File: config.mk
export PLATFORM = sky130hd
export DESIGN_NAME = controlador_busca_multicanal
export DESIGN_NICKNAME = d
export VERILOG_FILES = /design/src/rtl/controlador_pkg.sv /design/src/rtl/contador_timeout.sv /design/src/rtl/controlador_busca_multicanal.sv
export SDC_FILE = /design/constraint.sdc
export NUM_CORES = 1
export LEC_CHECK = 0
export CELL_PAD_IN_SITES_DETAIL_PLACEMENT = 0
export CELL_PAD_IN_SITES_GLOBAL_PLACEMENT = 1
export CORE_ASPECT_RATIO = 1.1
export CORE_MARGIN = 1.5
export CORE_UTILIZATION = 35
export DETAILED_ROUTE_END_ITERATION = 8
export PLACE_DENSITY_LB_ADDON = 0.15
export REMOVE_ABC_BUFFERS = 1
export SYNTH_ARGS = -nofsm -noshare
export SYNTH_HDL_FRONTEND = slang
export SYNTH_SLANG_ARGS = --single-unit
export TNS_END_PERCENT = 50
File: constraint.sdc
create_clock -name clk -period 2.3 [get_ports clk]
set_input_delay 0.69 -clock clk [delete_from_list [all_inputs] [get_ports clk]]
set_output_delay 0.69 -clock clk [all_outputs]
set_load 0.01 [all_outputs]
File: src/rtl/controlador_pkg.sv
// controlador_pkg
// Shared definitions for the multichannel search sequencer: state encodings,
// error codes and the helper that tells which states are guarded by the watchdog.
// No ports (package).
package controlador_pkg;

  localparam int STATE_WIDTH = 3;

  typedef enum logic [STATE_WIDTH-1:0] {
    ST_IDLE             = 3'd0,
    ST_INICIALIZAR      = 3'd1,
    ST_TEM_ATIVO        = 3'd2,
    ST_ATUALIZAR_BUFFER = 3'd3,
    ST_EXPANDIR         = 3'd4,
    ST_CONSTRUIR        = 3'd5,
    ST_PRONTO           = 3'd6,
    ST_ERRO             = 3'd7
  } estado_t;

  localparam logic [1:0] ERR_NENHUM  = 2'b00;
  localparam logic [1:0] ERR_TIMEOUT = 2'b01;
  localparam logic [1:0] ERR_ITER    = 2'b10;
  localparam logic [1:0] ERR_ABORTO  = 2'b11;

  // States that wait on an external unit and can therefore hang.
  function automatic logic estado_vigiado(input estado_t s);
    logic r;
    case (s)
      ST_INICIALIZAR,
      ST_TEM_ATIVO,
      ST_EXPANDIR,
      ST_CONSTRUIR: r = 1'b1;
      default:      r = 1'b0;
    endcase
    return r;
  endfunction

  // States in which an abort request is honoured.
  function automatic logic estado_abortavel(input estado_t s);
    logic r;
    case (s)
      ST_IDLE,
      ST_PRONTO,
      ST_ERRO: r = 1'b0;
      default: r = 1'b1;
    endcase
    return r;
  endfunction

endpackage

File: src/rtl/contador_timeout.sv
// contador_timeout
// Watchdog for the search sequencer. Counts cycles spent in a guarded state and
// flags expiry on the cycle the count reaches TIMEOUT-1. TIMEOUT=0 disables it.
// Ports:
//   clk      in  clock
//   rst_n    in  async active-low reset
//   clear    in  restart counting (state change / restart)
//   enable   in  current state is guarded
//   expirado out guarded state has lasted TIMEOUT cycles (comb)
module contador_timeout #(
  parameter int TIMEOUT_W = 12,
  parameter int TIMEOUT   = 4000
) (
  input  logic clk,
  input  logic rst_n,
  input  logic clear,
  input  logic enable,
  output logic expirado
);

  localparam logic [TIMEOUT_W-1:0] LIMITE =
    (TIMEOUT > 0) ? TIMEOUT_W'(TIMEOUT - 1) : {TIMEOUT_W{1'b0}};

  logic [TIMEOUT_W-1:0] contagem_r;

  // Expiry decode; forced low when the watchdog is disabled.
  always_comb begin
    expirado = 1'b0;
    if (TIMEOUT > 0) begin
      expirado = enable && (contagem_r == LIMITE);
    end else begin
      expirado = 1'b0;
    end
  end

  // Cycle counter; holds at the limit so it never wraps.
  always_ff @(posedge clk or negedge rst_n) begin
    if (!rst_n) begin
      contagem_r <= {TIMEOUT_W{1'b0}};
    end else if (clear || !enable) begin
      contagem_r <= {TIMEOUT_W{1'b0}};
    end else if (!expirado) begin
      contagem_r <= contagem_r + {{(TIMEOUT_W-1){1'b0}}, 1'b1};
    end else begin
      contagem_r <= contagem_r;
    end
  end

endmodule

File: src/rtl/controlador_busca_multicanal.sv
// controlador_busca_multicanal
// Search-sequencing FSM with N_CANAIS parallel expander channels:
// init -> active-check -> buffer update -> expand -> path build -> done,
// with iteration limit, per-phase watchdog, abort and error code.
// Ports:
//   clk, rst_n               clock, async active-low reset
//   iniciar_in / abortar_in  host start (highest priority) / abort
//   tem_ativo_in, aa_pronto_in   active-node evaluator result
//   canais_validos_in        channels loaded during buffer update
//   lvv_pronto_in            per-channel expansion done pulse
//   caminho_pronto_in        path builder finished
//   lido_in                  host consumed result/error
//   aguardando_out .. erro_out   state decodes (comb)
//   expandir_out             per-channel expand request (reg)
//   cod_erro_out             00 none, 01 timeout, 10 iter limit, 11 abort (reg)
//   iteracoes_out            completed expansion rounds, saturating (reg)
//   estado_out               current state encoding
module controlador_busca_multicanal
  import controlador_pkg::*;
#(
  parameter int N_CANAIS  = 4,
  parameter int ITER_W    = 16,
  parameter int MAX_ITER  = 65535,
  parameter int TIMEOUT_W = 12,
  parameter int TIMEOUT   = 4000
) (
  input  logic                clk,
  input  logic                rst_n,
  input  logic                iniciar_in,
  input  logic                abortar_in,
  input  logic                tem_ativo_in,
  input  logic                aa_pronto_in,
  input  logic [N_CANAIS-1:0] canais_validos_in,
  input  logic [N_CANAIS-1:0] lvv_pronto_in,
  input  logic                caminho_pronto_in,
  input  logic                lido_in,
  output logic                aguardando_out,
  output logic                iniciar_out,
  output logic                tem_ativo_out,
  output logic                atualizar_buffer_out,
  output logic [N_CANAIS-1:0] expandir_out,
  output logic                construir_caminho_out,
  output logic                caminho_pronto_out,
  output logic                erro_out,
  output logic [1:0]          cod_erro_out,
  output logic [ITER_W-1:0]   iteracoes_out,
  output logic [2:0]          estado_out
);

  localparam logic [ITER_W-1:0] ITER_MAX = ITER_W'(MAX_ITER);

  estado_t             estado_r, estado_s;
  logic [N_CANAIS-1:0] pend_r, pend_s;
  logic [1:0]          cod_erro_r, cod_erro_s;
  logic [ITER_W-1:0]   iter_r, iter_s;
  logic                expirado_s;
  logic                vigiado_s;
  logic                limpar_wd_s;

  assign vigiado_s   = estado_vigiado(estado_r);
  // A repeated start also restarts the watchdog even though the state is unchanged.
  assign limpar_wd_s = iniciar_in || (estado_s != estado_r);

  contador_timeout #(
    .TIMEOUT_W (TIMEOUT_W),
    .TIMEOUT   (TIMEOUT)
  ) u_watchdog (
    .clk      (clk),
    .rst_n    (rst_n),
    .clear    (limpar_wd_s),
    .enable   (vigiado_s),
    .expirado (expirado_s)
  );

  // Next state, pending mask, error code and iteration count.
  always_comb begin
    estado_s   = estado_r;
    pend_s     = pend_r;
    cod_erro_s = cod_erro_r;
    iter_s     = iter_r;
    if (iniciar_in) begin
      estado_s   = ST_INICIALIZAR;
      pend_s     = {N_CANAIS{1'b0}};
      cod_erro_s = ERR_NENHUM;
      iter_s     = {ITER_W{1'b0}};
    end else if (abortar_in && estado_abortavel(estado_r)) begin
      estado_s   = ST_ERRO;
      cod_erro_s = ERR_ABORTO;
    end else if (expirado_s) begin
      estado_s   = ST_ERRO;
      cod_erro_s = ERR_TIMEOUT;
    end else begin
      case (estado_r)
        ST_IDLE: begin
          estado_s = ST_IDLE;
        end
        ST_INICIALIZAR: begin
          if (tem_ativo_in && aa_pronto_in) begin
            estado_s = ST_TEM_ATIVO;
          end else begin
            estado_s = ST_INICIALIZAR;
          end
        end
        ST_TEM_ATIVO: begin
          if (!aa_pronto_in) begin
            estado_s = ST_TEM_ATIVO;
          end else if (!tem_ativo_in) begin
            estado_s = ST_CONSTRUIR;
          end else if (iter_r == ITER_MAX) begin
            estado_s   = ST_ERRO;
            cod_erro_s = ERR_ITER;
          end else begin
            estado_s = ST_ATUALIZAR_BUFFER;
            // Guard keeps the counter saturating even if the limit logic changes.
            if (iter_r < ITER_MAX) begin
              iter_s = iter_r + {{(ITER_W-1){1'b0}}, 1'b1};
            end else begin
              iter_s = iter_r;
            end
          end
        end
        ST_ATUALIZAR_BUFFER: begin
          pend_s = canais_validos_in;
          if (canais_validos_in == {N_CANAIS{1'b0}}) begin
            estado_s = ST_TEM_ATIVO;
          end else begin
            estado_s = ST_EXPANDIR;
          end
        end
        ST_EXPANDIR: begin
          // Done pulses on channels not pending simply have no effect.
          pend_s = pend_r & ~lvv_pronto_in;
          if (pend_s == {N_CANAIS{1'b0}}) begin
            estado_s = ST_TEM_ATIVO;
          end else begin
            estado_s = ST_EXPANDIR;
          end
        end
        ST_CONSTRUIR: begin
          if (caminho_pronto_in) begin
            estado_s = ST_PRONTO;
          end else begin
            estado_s = ST_CONSTRUIR;
          end
        end
        ST_PRONTO, ST_ERRO: begin
          if (lido_in) begin
            estado_s = ST_IDLE;
          end else begin
            estado_s = estado_r;
          end
        end
        default: begin
          estado_s = ST_IDLE;
        end
      endcase
    end
    // Requests only live while expanding; leaving EXPANDIR drops them all.
    if (estado_s != ST_EXPANDIR) begin
      pend_s = {N_CANAIS{1'b0}};
    end else begin
      pend_s = pend_s;
    end
  end

  // State and datapath registers.
  always_ff @(posedge clk or negedge rst_n) begin
    if (!rst_n) begin
      estado_r   <= ST_IDLE;
      pend_r     <= {N_CANAIS{1'b0}};
      cod_erro_r <= ERR_NENHUM;
      iter_r     <= {ITER_W{1'b0}};
    end else begin
      estado_r   <= estado_s;
      pend_r     <= pend_s;
      cod_erro_r <= cod_erro_s;
      iter_r     <= iter_s;
    end
  end

  // The pending mask is the registered expand request.
  assign expandir_out  = pend_r;
  assign cod_erro_out  = cod_erro_r;
  assign iteracoes_out = iter_r;
  assign estado_out    = estado_r;

  assign aguardando_out        = (estado_r == ST_IDLE);
  assign iniciar_out           = (estado_r == ST_INICIALIZAR);
  assign tem_ativo_out         = (estado_r == ST_TEM_ATIVO);
  assign atualizar_buffer_out  = (estado_r == ST_ATUALIZAR_BUFFER);
  assign construir_caminho_out = (estado_r == ST_CONSTRUIR);
  assign caminho_pronto_out    = (estado_r == ST_PRONTO);
  assign erro_out              = (estado_r == ST_ERRO);

endmodule

# Word level (Yosys, flattened, before mapping)
# Index checks and enable logic that the tools add are counted.
# op_classes
order_cmp	1
muxes	37
n_bitwise	2
n_eq_ne	17
n_div	0
addsub	2
shift	0
n_reduce_logical	24
multipliers	0
# op_table
cell	n
two-way mux 16 bit	8
two-way mux 3 bit	9
two-way mux 12 bit	2
one-hot mux 3 bit (7 select lines)	1
nonzero test 4 bit	5
two-way mux 2 bit	9
adder 16 x 1 -> 16 bit, second input constant	1
equality test 16 bit, second input constant	1
less-than comparator 16 bit, second input constant	1
two-way mux 4 bit	4
adder 12 x 1 -> 12 bit, second input constant	1
equality test 12 bit, second input constant	1
equality test 3 bit, second input constant	4
zero test 4 bit	2
one-hot mux 4 bit (2 select lines)	1
nonzero test 2 bit	4
AND reduction 7 bit	1
equality test 3 x 2 -> 1 bit, second input constant	2
!= test 2 bit, second input constant	3
!= test 3 x 2 -> 1 bit, second input constant	2
bitwise AND 4 bit	1
inverter 4 bit	1
AND reduction 4 bit	1
OR reduction 4 bit	1
other kinds (12)	17
# totals
out_inout_bits	32
mem_bits_ro	0
ramBits	0
n_memories	0
latch_bits	0
word_cells	88
reg_bits	37
in_bits	16

# Logic depth before layout (Yosys ltp)
# Gate-level depths: netlist (run 1).
# logic_depth
ltp_word	12
depth_mapped	10
depth_no_buf	8

# By module
# From an unflattened synthesis (run 1), not the netlist that was laid out.
# hier_totals
hier_cells	253
area_unflattened_um2	2297.2
# by_module_without_submodules
module	area_each_um2	seq_area_each_um2	cells_each	instances
controlador_busca_multicanal	1631.6	625.6	188	1
contador_timeout	665.6	300.3	65	1

# Worst setup path after synthesis (run 1)
# Ideal clock, no wire load.
# synth_path
kind	input port to flip-flop
start	in canais_validos_in[0]
end	reg u_watchdog.contagem_r[11]
setup_ns	0.143
required_ns	2.157
t_arrival_ns	2.152
cell_stages	7
n_path_buf	1
path_slack_ns	0.005
path_cell_list	or4_1 nor3_1 o21ai_1 a2111o_1 o21ai_2 buf_6 nor4_2
# synth_via
elab_chain_cells	10
elab_cells_between_ends	11
classes_between	eq/ne: 2; mux: 6; reduce/logical: 3
# synth_rtl
item	line_no	rtl
from (decl)	controlador_busca_multicanal.sv:33	input logic [N_CANAIS-1:0] canais_validos_in,
zero test 4 bit (*)	controlador_busca_multicanal.sv:124	if (canais_validos_in == {N_CANAIS{1'b0}}) begin
two-way mux 3 bit (*)	controlador_busca_multicanal.sv:124	
one-hot mux 3 bit (7 select lines) (*)	controlador_busca_multicanal.sv:93	case (estado_r)
two-way mux 3 bit (*)	controlador_busca_multicanal.sv:89	end else if (expirado_s) begin
two-way mux 3 bit (*)	controlador_busca_multicanal.sv:86	end else if (abortar_in && estado_abortavel(estado_r)) begin
two-way mux 3 bit (*)	controlador_busca_multicanal.sv:81	if (iniciar_in) begin
!= test 3 bit (*)	controlador_busca_multicanal.sv:62	assign limpar_wd_s = iniciar_in || (estado_s != estado_r);
logical OR 1 bit (*)	controlador_busca_multicanal.sv:62	
logical OR 1 bit (*)	contador_timeout.sv:40	end else if (clear || !enable) begin
!= test 2 x 1 -> 1 bit (no line) or two-way mux 12 bit (tied branches)	-	
to (signal assigned)	contador_timeout.sv:39	contagem_r <= {TIMEOUT_W{1'b0}};
to (signal assigned)	contador_timeout.sv:41	contagem_r <= {TIMEOUT_W{1'b0}};
to (signal assigned)	contador_timeout.sv:43	contagem_r <= contagem_r + {{(TIMEOUT_W-1){1'b0}}, 1'b1};
to (decl)	contador_timeout.sv:24	logic [TIMEOUT_W-1:0] contagem_r;
# Every way passes the cells marked *; elsewhere a longest branch is shown, timed or not.
# A chain may end at the register's enable or synchronous reset.

# Worst setup path after layout (run 1)
# layout_path
start	in lvv_pronto_in[1]
end	reg u_watchdog.contagem_r[3]
# layout_via
elab_chain_cells	12
elab_cells_between_ends	13
classes_between	eq/ne: 2; mux: 6; bitwise: 2; reduce/logical: 3
# layout_rtl
item	line_no	rtl
from (decl)	controlador_busca_multicanal.sv:34	input logic [N_CANAIS-1:0] lvv_pronto_in,
inverter 4 bit (*)	controlador_busca_multicanal.sv:132	pend_s = pend_r & ~lvv_pronto_in;
bitwise AND 4 bit (*)	controlador_busca_multicanal.sv:132	
zero test 4 bit (*)	controlador_busca_multicanal.sv:133	if (pend_s == {N_CANAIS{1'b0}}) begin
two-way mux 3 bit (*)	controlador_busca_multicanal.sv:133	
one-hot mux 3 bit (7 select lines) (*)	controlador_busca_multicanal.sv:93	
two-way mux 3 bit (*)	controlador_busca_multicanal.sv:89	
two-way mux 3 bit (*)	controlador_busca_multicanal.sv:86	
two-way mux 3 bit (*)	controlador_busca_multicanal.sv:81	
!= test 3 bit (*)	controlador_busca_multicanal.sv:62	
logical OR 1 bit (*)	controlador_busca_multicanal.sv:62	
logical OR 1 bit (*)	contador_timeout.sv:40	
!= test 2 x 1 -> 1 bit (no line) or two-way mux 12 bit (tied branches)	-	
# Marks and branches as above.

==> flow_summary.json, run 1 <==
{
  "cts_tree": "built",
  "startpoint_type": "input port",
  "pwr-share-seq": 0.369,
  "outcome": "finished clean",
  "ff_latch_area_um2": 930,
  "syn_area_um2": 2290,
  "final_antenna_net_count": 0,
  "dp_hpwl_mm": 4.47,
  "netlist_top_cells_area": "dfrtp_1 (40%), xor2_1 (5.7%), nor4_2 (5.5%)",
  "multi_input_area_um2": 1430,
  "drive_above_1_share": 0.299,
  "cp-startpoint": "lvv_pronto_in[1]",
  "n_fill_cell": 586,
  "switching_share": 0.337,
  "ios": 48,
  "io_buffers": 47,
  "clock-sinks": 37,
  "ys_seq_area_frac": 0.405,
  "initial_core_util": 0.367,
  "hold_path_class": "input port to asynchronous set/reset pin",
  "timing.hold.ws_ps": 437,
  "powerDensity_nw_per_um2": 563,
  "first_iter_violations": 69,
  "p_int_mw": 1.28,
  "p_comb_frac": 0.384,
  "die-area_um2": 7030,
  "clockRootBuffer": "clkbuf_8",
  "synth_top_area_cell": "dfrtp_1",
  "avgSynthCellArea_um2": 9.34,
  "vias_per_cell": 5.26,
  "num_vias": 2162,
  "numCtsBuffers": 5,
  "grt_pass1_wl_mm": 10.4,
  "finalHoldViolations": 0,
  "grt_pass1_vias": 2172,
  "async_reset_ff_frac": 1.00,
  "endpoint_kind": "flop",
  "htreeDepth": 2,
  "clock_latency_ps": 290,
  "synthCells": 245,
  "synthFlopType": "dfrtp_1",
  "slew_violations": 0,
  "synth_top_area_share": 0.405,
  "track_usage": 0.190,
  "worstMarginPinSlew_ps": 473,
  "chipWidth_um": 80.1,
  "wl_per_cell_um": 15.3,
  "ys_warn_count": 0,
  "drcViolationCount": 0,
  "synth.distinct_cells": 55,
  "grt_max_degree": 38,
  "fin_skew_ps": 12.5,
  "finalSetupViolCount": 0,
  "dpl.cell_count": 398,
  "maxCapViolations": 0,
  "crit_required_ps": 2470,
  "grt_overflow_total": 0,
  "min_period_over_period": 0.985,
  "ys_ff_latch": 37,
  "worstPathArrival_ps": 2430,
  "power.share.clock": 0.247,
  "dr.pass1.iters": 4,
  "syn_to_final_growth_pct": 49.5,
  "dpl_cell_area_um2": 3080,
  "vdd_ir_drop_max_uv": 281,
  "path_class": "input port to flop",
  "nNetsFinal": 348,
  "slew_headroom": 0.682,
  "power.leakage_nw": 1.40,
  "max-clock-path-buffers": 2,
  "wl_mm": 6.27,
  "rsz0062_at_grt": "yes",
  "rows": 30,
  "core_area_um2": 6230,
  "path_clk_slew_ps": 80,
  "gp_congestion": 0.780,
  "final_util": 0.549,
  "final_cells": 411,
  "period_needed_ps": 2260,
  "n_antenna_cell": 0,
  "finalInstanceArea_um2": 3420,
  "synth_edf_count": 0,
  "switchingPower_mw": 0.647,
  "path_max_fanout": 6,
  "timing.rr.start": "u_watchdog.contagem_r[0]",
  "antenna_found_initial": 0,
  "clock.fmax_ghz": 0.442,
  "dieHeight_um": 87.8
}
==> metrics by stage <==
| step | worst slack, ps | setup TNS [ps] | power (mW) |
|---|---|---|---|
| floorplan | -550 | -6250 | 0.982 |
| global placement | -455 | -7330 | 1.32 |
| detailed placement | -479 | -7390 | 1.32 |
| CTS | -6.84 | -13.0 | 1.87 |
| global route | -36.7 | -214 | 2.03 |
| finish | 35.4 | 0 | 1.92 |
==> final timing paths <==
check	end	slack (ps)	depth (start not counted)
setup / recovery	u_watchdog.contagem_r[3]	40	7
hold / removal	iteracoes_out[3]	440	2
setup reg to reg	u_watchdog.contagem_r[8]	130	8
hold reg to reg	iteracoes_out[8]	570	2
max in group asynchronous	estado_out[1]	1510	2
min in group clk	iteracoes_out[8]	570	2
==> state kept, by name, indices dropped and copies added (netlist names) <==
signal,cells
cod_erro_out,2
estado_out,3
expandir_out,4
iteracoes_out,16
u_watchdog.contagem_r,12
==> Yosys cell counts, drive strengths merged (2+ instances only) <==
cell type,number
and3,6
nand3b,4
and3b,2
nand2,20
nor4,16
and2,2
nor3,6
nand3,14
a211oi,2
nand4,10
or2,2
inv,6
a21oi,9
and4,4
a22oi,4
xor2,15
or3,4
nand2b,6
xnor2,4
a31oi,4
dfrtp,37
nor2b,2
ha,2
clkbuf,7
buf,6
nor2,20
a31o,2
o21ai,16
==> worst max-delay path, cell delays in order <==
cell             delay [ps]
clkdlybuf4s50_1         560
o2111ai_4               140
or2_1                   250
a2111o_1                450
o21ai_4                 120
buf_12                  170
nor4_4                   50
==> logic make-up after synthesis <==
logic type,share of synthesized area
simple gates,0.329
mux,0.00438
compound gates,0.135
flops,0.405
fa+ha+maj,0.0109
xor+xnor,0.0728
buf+inv,0.0432
==> final cells by class <==
cell class,instances,area share
timing repair buffer,91,0.246
inverter,6,0.00659
sequential,37,0.272
clock buffer,6,0.0242
clock inverter,2,0.00403
tap,80,0.0293
multi-input combinational,189,0.418
==> what timing repair did <==
item / CTS / global route
cloned: 1 / 0
gates resized for setup: 23 / 30
hold buffers: 0 / 0
pin swaps: 5 / 9
buffers inserted: 3 / 1
setup endpoints to repair: 19 / 30
==> power groups by stage <==
| stage | combinational [mW] | sequential, mW | clock [mW] |
|---|---|---|---|
| after detailed placement | 0.602 | 0.718 | 0 |
| final | 0.739 | 0.710 | 0.474 |
| after floorplan | 0.253 | 0.729 | 0 |
| after global placement | 0.599 | 0.718 | 0 |
| after CTS | 0.672 | 0.704 | 0.492 |
| after global routing | 0.801 | 0.714 | 0.517 |
==> routing by layer <==
metal  vias to the layer above  routed length, um  GRT usage
met3                         4                208     0.0354
met1                      1050               2740      0.234
met5                         -                  0          0
met2                        38               3270      0.339
met4                         0                 52     0.0533
li1                       1070                  -          -
==> placed cells by master (no fill, tap or decap), types with 3 or more instances in the layout <==
cell type / Yosys / final
nor3_1: 6 / 4
buf_4: 0 / 39
dlymetal6s2s_1: 0 / 3
a22oi_1: 4 / 4
a21oi_1: 9 / 8
buf_6: 3 / 3
and3_1: 6 / 6
nor4_1: 6 / 3
or3_1: 4 / 4
nand3_1: 13 / 12
nand3b_1: 4 / 4
clkdlybuf4s50_1: 0 / 34
nor4_4: 0 / 3
nand2b_4: 0 / 3
dfrtp_1: 37 / 34
nor2_1: 20 / 19
xor2_1: 15 / 15
and4_1: 4 / 4
inv_1: 5 / 3
nor4_2: 10 / 10
xnor2_1: 4 / 4
dfrtp_2: 0 / 3
nand2_1: 19 / 19
o21ai_0: 13 / 12
clkbuf_8: 0 / 6
nand4_1: 9 / 9
inv_2: 1 / 3
dlygate4sd2_1: 0 / 6
Power figures use the tool's default switching activity.
==> inputs of run 2 (changes only) <==
--- a/config.mk
+++ b/config.mk
@@ -13,6 +13,7 @@
 export DETAILED_ROUTE_END_ITERATION = 8
 export PLACE_DENSITY_LB_ADDON = 0.15
 export REMOVE_ABC_BUFFERS = 1
+export SKIP_CTS_REPAIR_TIMING = 1
 export SYNTH_ARGS = -nofsm -noshare
 export SYNTH_HDL_FRONTEND = slang
 export SYNTH_SLANG_ARGS = --single-unit
==> flow_summary.json, run 2 (synthesis gave the netlist of run 1 again) <==
{
  "outcome": "finished clean",
  "largest_reg_flops": 16,
  "path_clk_slew_ps": 70,
  "ff2ff_path_depth": 10,
  "timing.rr.start": "estado_out[2]",
  "rsz0062_at_grt": "yes",
  "n_fill_cell": 575,
  "cts_tree": "built",
  "drcViolationCount": 0,
  "r2r_setup_slack_ps": 120,
  "ios": 48,
  "core_area_um2": 6230,
  "fin_skew_ps": 11.6,
  "worstMarginPinSlew_ps": 481,
  "period_needed_ps": 2260,
  "powerDensity_nw_per_um2": 560,
  "timing.hold.ws_ps": 439,
  "worstPathArrival_ps": 2430,
  "grt_max_degree": 38,
  "clock.fmax_ghz": 0.442,
  "nNetsFinal": 349,
  "vdd_ir_drop_max_uv": 288,
  "finalSetupViolCount": 0,
  "path_class": "input port to flop",
  "syn_to_final_growth_pct": 50.4,
  "maxCapViolations": 0,
  "die-area_um2": 7030,
  "grt_pass1_vias": 2112,
  "antenna_found_initial": 0,
  "grt_pass1_wl_mm": 10.1,
  "path_max_fanout": 6,
  "dpl_cell_area_um2": 3080,
  "grt_overflow_total": 0,
  "vias_per_cell": 5.28,
  "first_iter_violations": 58,
  "io_buffers": 47,
  "numCtsBuffers": 5,
  "final_cell_mix": "buf_4 (39), dfrtp_1 (34), clkdlybuf4s50_1 (33)",
  "dieHeight_um": 87.8,
  "clockRootBuffer": "clkbuf_8",
  "initial_core_util": 0.367,
  "crit_required_ps": 2470,
  "hold_path_class": "input port to asynchronous set/reset pin",
  "wl_per_cell_um": 15.6,
  "min_period_over_period": 0.984,
  "max-clock-path-buffers": 2,
  "dp_hpwl_mm": 4.47,
  "clock_latency_ps": 290,
  "setup_tns_ps": 0,
  "n_antenna_cell": 0,
  "slew_headroom": 0.677,
  "final_common_cell": "buf_4",
  "gp_congestion": 0.780,
  "track_usage": 0.182,
  "r2r_end": "u_watchdog.contagem_r[4]",
  "endpoint_kind": "flop",
  "chipWidth_um": 80.1,
  "slew_violations": 0,
  "htreeDepth": 2,
  "num_vias": 2176,
  "drive_above_1_share": 0.298,
  "power.leakage_nw": 1.49,
  "startpoint_type": "input port",
  "finalHoldViolations": 0,
  "dr.pass1.iters": 4,
  "wl_mm": 6.42,
  "rows": 30,
  "final_antenna_net_count": 0,
  "finalInstanceArea_um2": 3440,
  "clock-sinks": 37
}
==> run 2: worst max-delay path by stage <==
| stage | startpoint | end | cells past startpoint |
|---|---|---|---|
| CTS | estado_out[1] | caminho_pronto_out | 3 |
| global placement | canais_validos_in[0] | u_watchdog.contagem_r[6] | 8 |
| global route | lido_in | u_watchdog.contagem_r[2] | 8 |
| floorplan | estado_out[0] | u_watchdog.contagem_r[0] | 8 |
| detailed placement | canais_validos_in[0] | u_watchdog.contagem_r[0] | 9 |
| finish | lvv_pronto_in[3] | u_watchdog.contagem_r[3] | 8 |
==> run 2: area by class of cell <==
cell class	instances	area, um2	share of cell area
clock buffer	6	82.6	0.0240
clock inverter	2	13.8	0.00400
inverter	6	22.5	0.00655
multi-input combinational	189	1430	0.414
sequential	37	930	0.270
tap	80	100	0.0291
timing repair buffer	92	866	0.252
==> run 2: where the power goes <==
group | switching (mW) | internal, mW
clock | 0.230 | 0.243
combinational | 0.385 | 0.361
sequential | 0.0319 | 0.675
==> run 2: worst max-delay path: stages <==
cell and delay, ps:
clkdlybuf4s50_1 470, nand2b_4 130, o2111ai_4 110, or2_1 260
a2111o_1 400, o21ai_4 110, clkbuf_16 200, nor4_4 40
==> run 2: per-stage QoR <==
stage / setup WS, ps / cells / power [mW] / util
final: 35.7 / 412 / 1.93 / 0.552
after global routing: -34.8 / 412 / 2.03 / 0.552
after CTS: -178 / 406 / 1.80 / 0.510
after detailed placement: -479 / 398 / 1.32 / 0.495
after global placement: -455 / 398 / 1.32 / 0.495
after floorplan: -550 / 232 / 0.982 / -
==> run 2: metal layers <==
layer  vias to the layer above  track usage  share of wire
li1                       1069            -              -
met1                      1065        0.229           0.44
met2                        36        0.318           0.52
met3                         6       0.0354          0.029
met4                         0       0.0517          0.011
met5                         -            0              0
==> inputs of run 3 (changes only) <==
--- a/config.mk
+++ b/config.mk
@@ -7,7 +7,7 @@
 export LEC_CHECK = 0
 export CELL_PAD_IN_SITES_DETAIL_PLACEMENT = 0
 export CELL_PAD_IN_SITES_GLOBAL_PLACEMENT = 1
-export CORE_ASPECT_RATIO = 1.1
+export CORE_ASPECT_RATIO = 0.6
 export CORE_MARGIN = 1.5
 export CORE_UTILIZATION = 35
 export DETAILED_ROUTE_END_ITERATION = 8
==> flow_summary.json, run 3 (synthesis gave the netlist of run 1 again) <==
{
  "io_buffers": 47,
  "worstMarginPinSlew_ps": 479,
  "grt_max_degree": 38,
  "fin_skew_ps": 5.95,
  "cp-startpoint": "estado_out[2]",
  "maxCapViolations": 0,
  "chipWidth_um": 107,
  "clock-sinks": 37,
  "switchingPower_mw": 0.650,
  "vdd_ir_drop_max_uv": 301,
  "hold_path_class": "input port to asynchronous set/reset pin",
  "track_usage": 0.194,
  "numCtsBuffers": 5,
  "r2r_setup_slack_ps": 20,
  "ff2ff_path_depth": 8,
  "grt_overflow_total": 0,
  "wl_per_cell_um": 15.9,
  "antenna_found_initial": 0,
  "nNetsFinal": 345,
  "dp_hpwl_mm": 4.67,
  "p_int_mw": 1.35,
  "setup_tns_ps": -260,
  "pre_cts_ws_ps": -512,
  "powerDensity_nw_per_um2": 595,
  "drcViolationCount": 0,
  "final_cell_mix": "buf_4 (37), clkdlybuf4s50_1 (36), dfrtp_1 (35)",
  "slew_headroom": 0.680,
  "timing.rr.start": "u_watchdog.contagem_r[1]",
  "finalSetupViolCount": 6,
  "slew_violations": 0,
  "ios": 48,
  "wl_mm": 6.55,
  "drive_above_1_share": 0.271,
  "die-area_um2": 7040,
  "clockRootBuffer": "clkbuf_8",
  "largest_reg_flops": 16,
  "max_stage_delay_ps": 540,
  "power.leakage_nw": 1.43,
  "path_clk_slew_ps": 80,
  "endpoint_kind": "primary output",
  "p_comb_frac": 0.361,
  "dr.pass1.iters": 4,
  "grt_pass1_wl_mm": 10.5,
  "violations": "setup timing",
  "rsz0062_at_grt": "yes",
  "total_power_mw": 2.00,
  "cp_slowest_cell": "clkdlybuf4s50_1",
  "core_area_um2": 6220,
  "finalHoldViolations": 0,
  "dieHeight_um": 65.6,
  "final_antenna_net_count": 0,
  "path_max_fanout": 7,
  "min_period_over_period": 1.05,
  "num_vias": 2172,
  "worstPathArrival_ps": 1720,
  "grt_pass1_vias": 2035,
  "pwr-share-seq": 0.351,
  "crit_required_ps": 1610,
  "path_cells": "nor2_2, nand2_1, inv_2, clkdlybuf4s50_1",
  "power.share.clock": 0.288,
  "final_common_cell": "buf_4",
  "path_class": "flop to primary output",
  "initial_core_util": 0.368,
  "rows": 22,
  "gp_congestion": 0.823,
  "clock.fmax_ghz": 0.416,
  "timing.hold.ws_ps": 429,
  "syn_to_final_growth_pct": 47.4,
  "htreeDepth": 2,
  "switching_share": 0.324,
  "cts_tree": "built",
  "startpoint_type": "flop",
  "first_iter_violations": 68,
  "n_antenna_cell": 0,
  "clock_latency_ps": 300,
  "max-clock-path-buffers": 2,
  "period_needed_ps": 2410,
  "outcome": "finished with violations",
  "vias_per_cell": 5.27,
  "timing.final.ws_setup_ps": -106
}
==> run 3: changes by cell type in the layout (fill, tap and decap cells not counted), sizes merged <==
cell	delta
buf	-4
clkdlybuf4s50	+3
dlymetal6s2s	-3
bufinv	+1
clkbuf	-1
clkinv	-1
clkinvlp	+1
==> run 3: per-layer routing <==
layer	up-vias	share of wire	GRT usage
met5	-	0	0
met4	0	0.0064	0.0444
met3	4	0.052	0.0446
met2	52	0.40	0.264
met1	1049	0.54	0.303
li1	1067	-	-
==> run 3: layout make-up <==
| type | instances | area (um2) |
|---|---|---|
| multi-input combinational | 189 | 1360 |
| clock inverter | 3 | 46.3 |
| sequential | 37 | 928 |
| tap | 84 | 105 |
| inverter | 6 | 22.5 |
| timing repair buffer | 88 | 838 |
| clock buffer | 5 | 68.8 |
| fill | 584 | 2850 |
==> run 3: final timing paths <==
path	endpoint
worst max-delay path	tem_ativo_out
worst min-delay path	iteracoes_out[13]
worst max register to register	iteracoes_out[13]
worst min register to register	cod_erro_out[0]
max in group asynchronous	estado_out[2]
min in group clk	cod_erro_out[0]
==> run 3: stage by stage <==
stage | instance area, um2 | std cells | utilization
floorplan | 2210 | 232 | -
global placement | 3100 | 400 | 0.498
detailed placement | 3100 | 400 | 0.498
CTS | 3210 | 408 | 0.516
global route | 3370 | 412 | 0.542
finish | 3370 | 412 | 0.542
==> run 3: worst max-delay path, delay by kind of cell, from the launching register on <==
family	cells	cell delay, ps
buf+inv	2	650
flops	1	480
simple gates	2	290
==> run 3: power by group through the flow <==
stage                     combinational (mW)  clock (mW)  sequential, mW
final                                  0.723       0.577           0.704
after global routing                   0.774       0.631           0.707
after CTS                              0.634       0.599           0.705
after detailed placement               0.631           0           0.718
after global placement                 0.629           0           0.719
after floorplan                        0.253           0           0.729
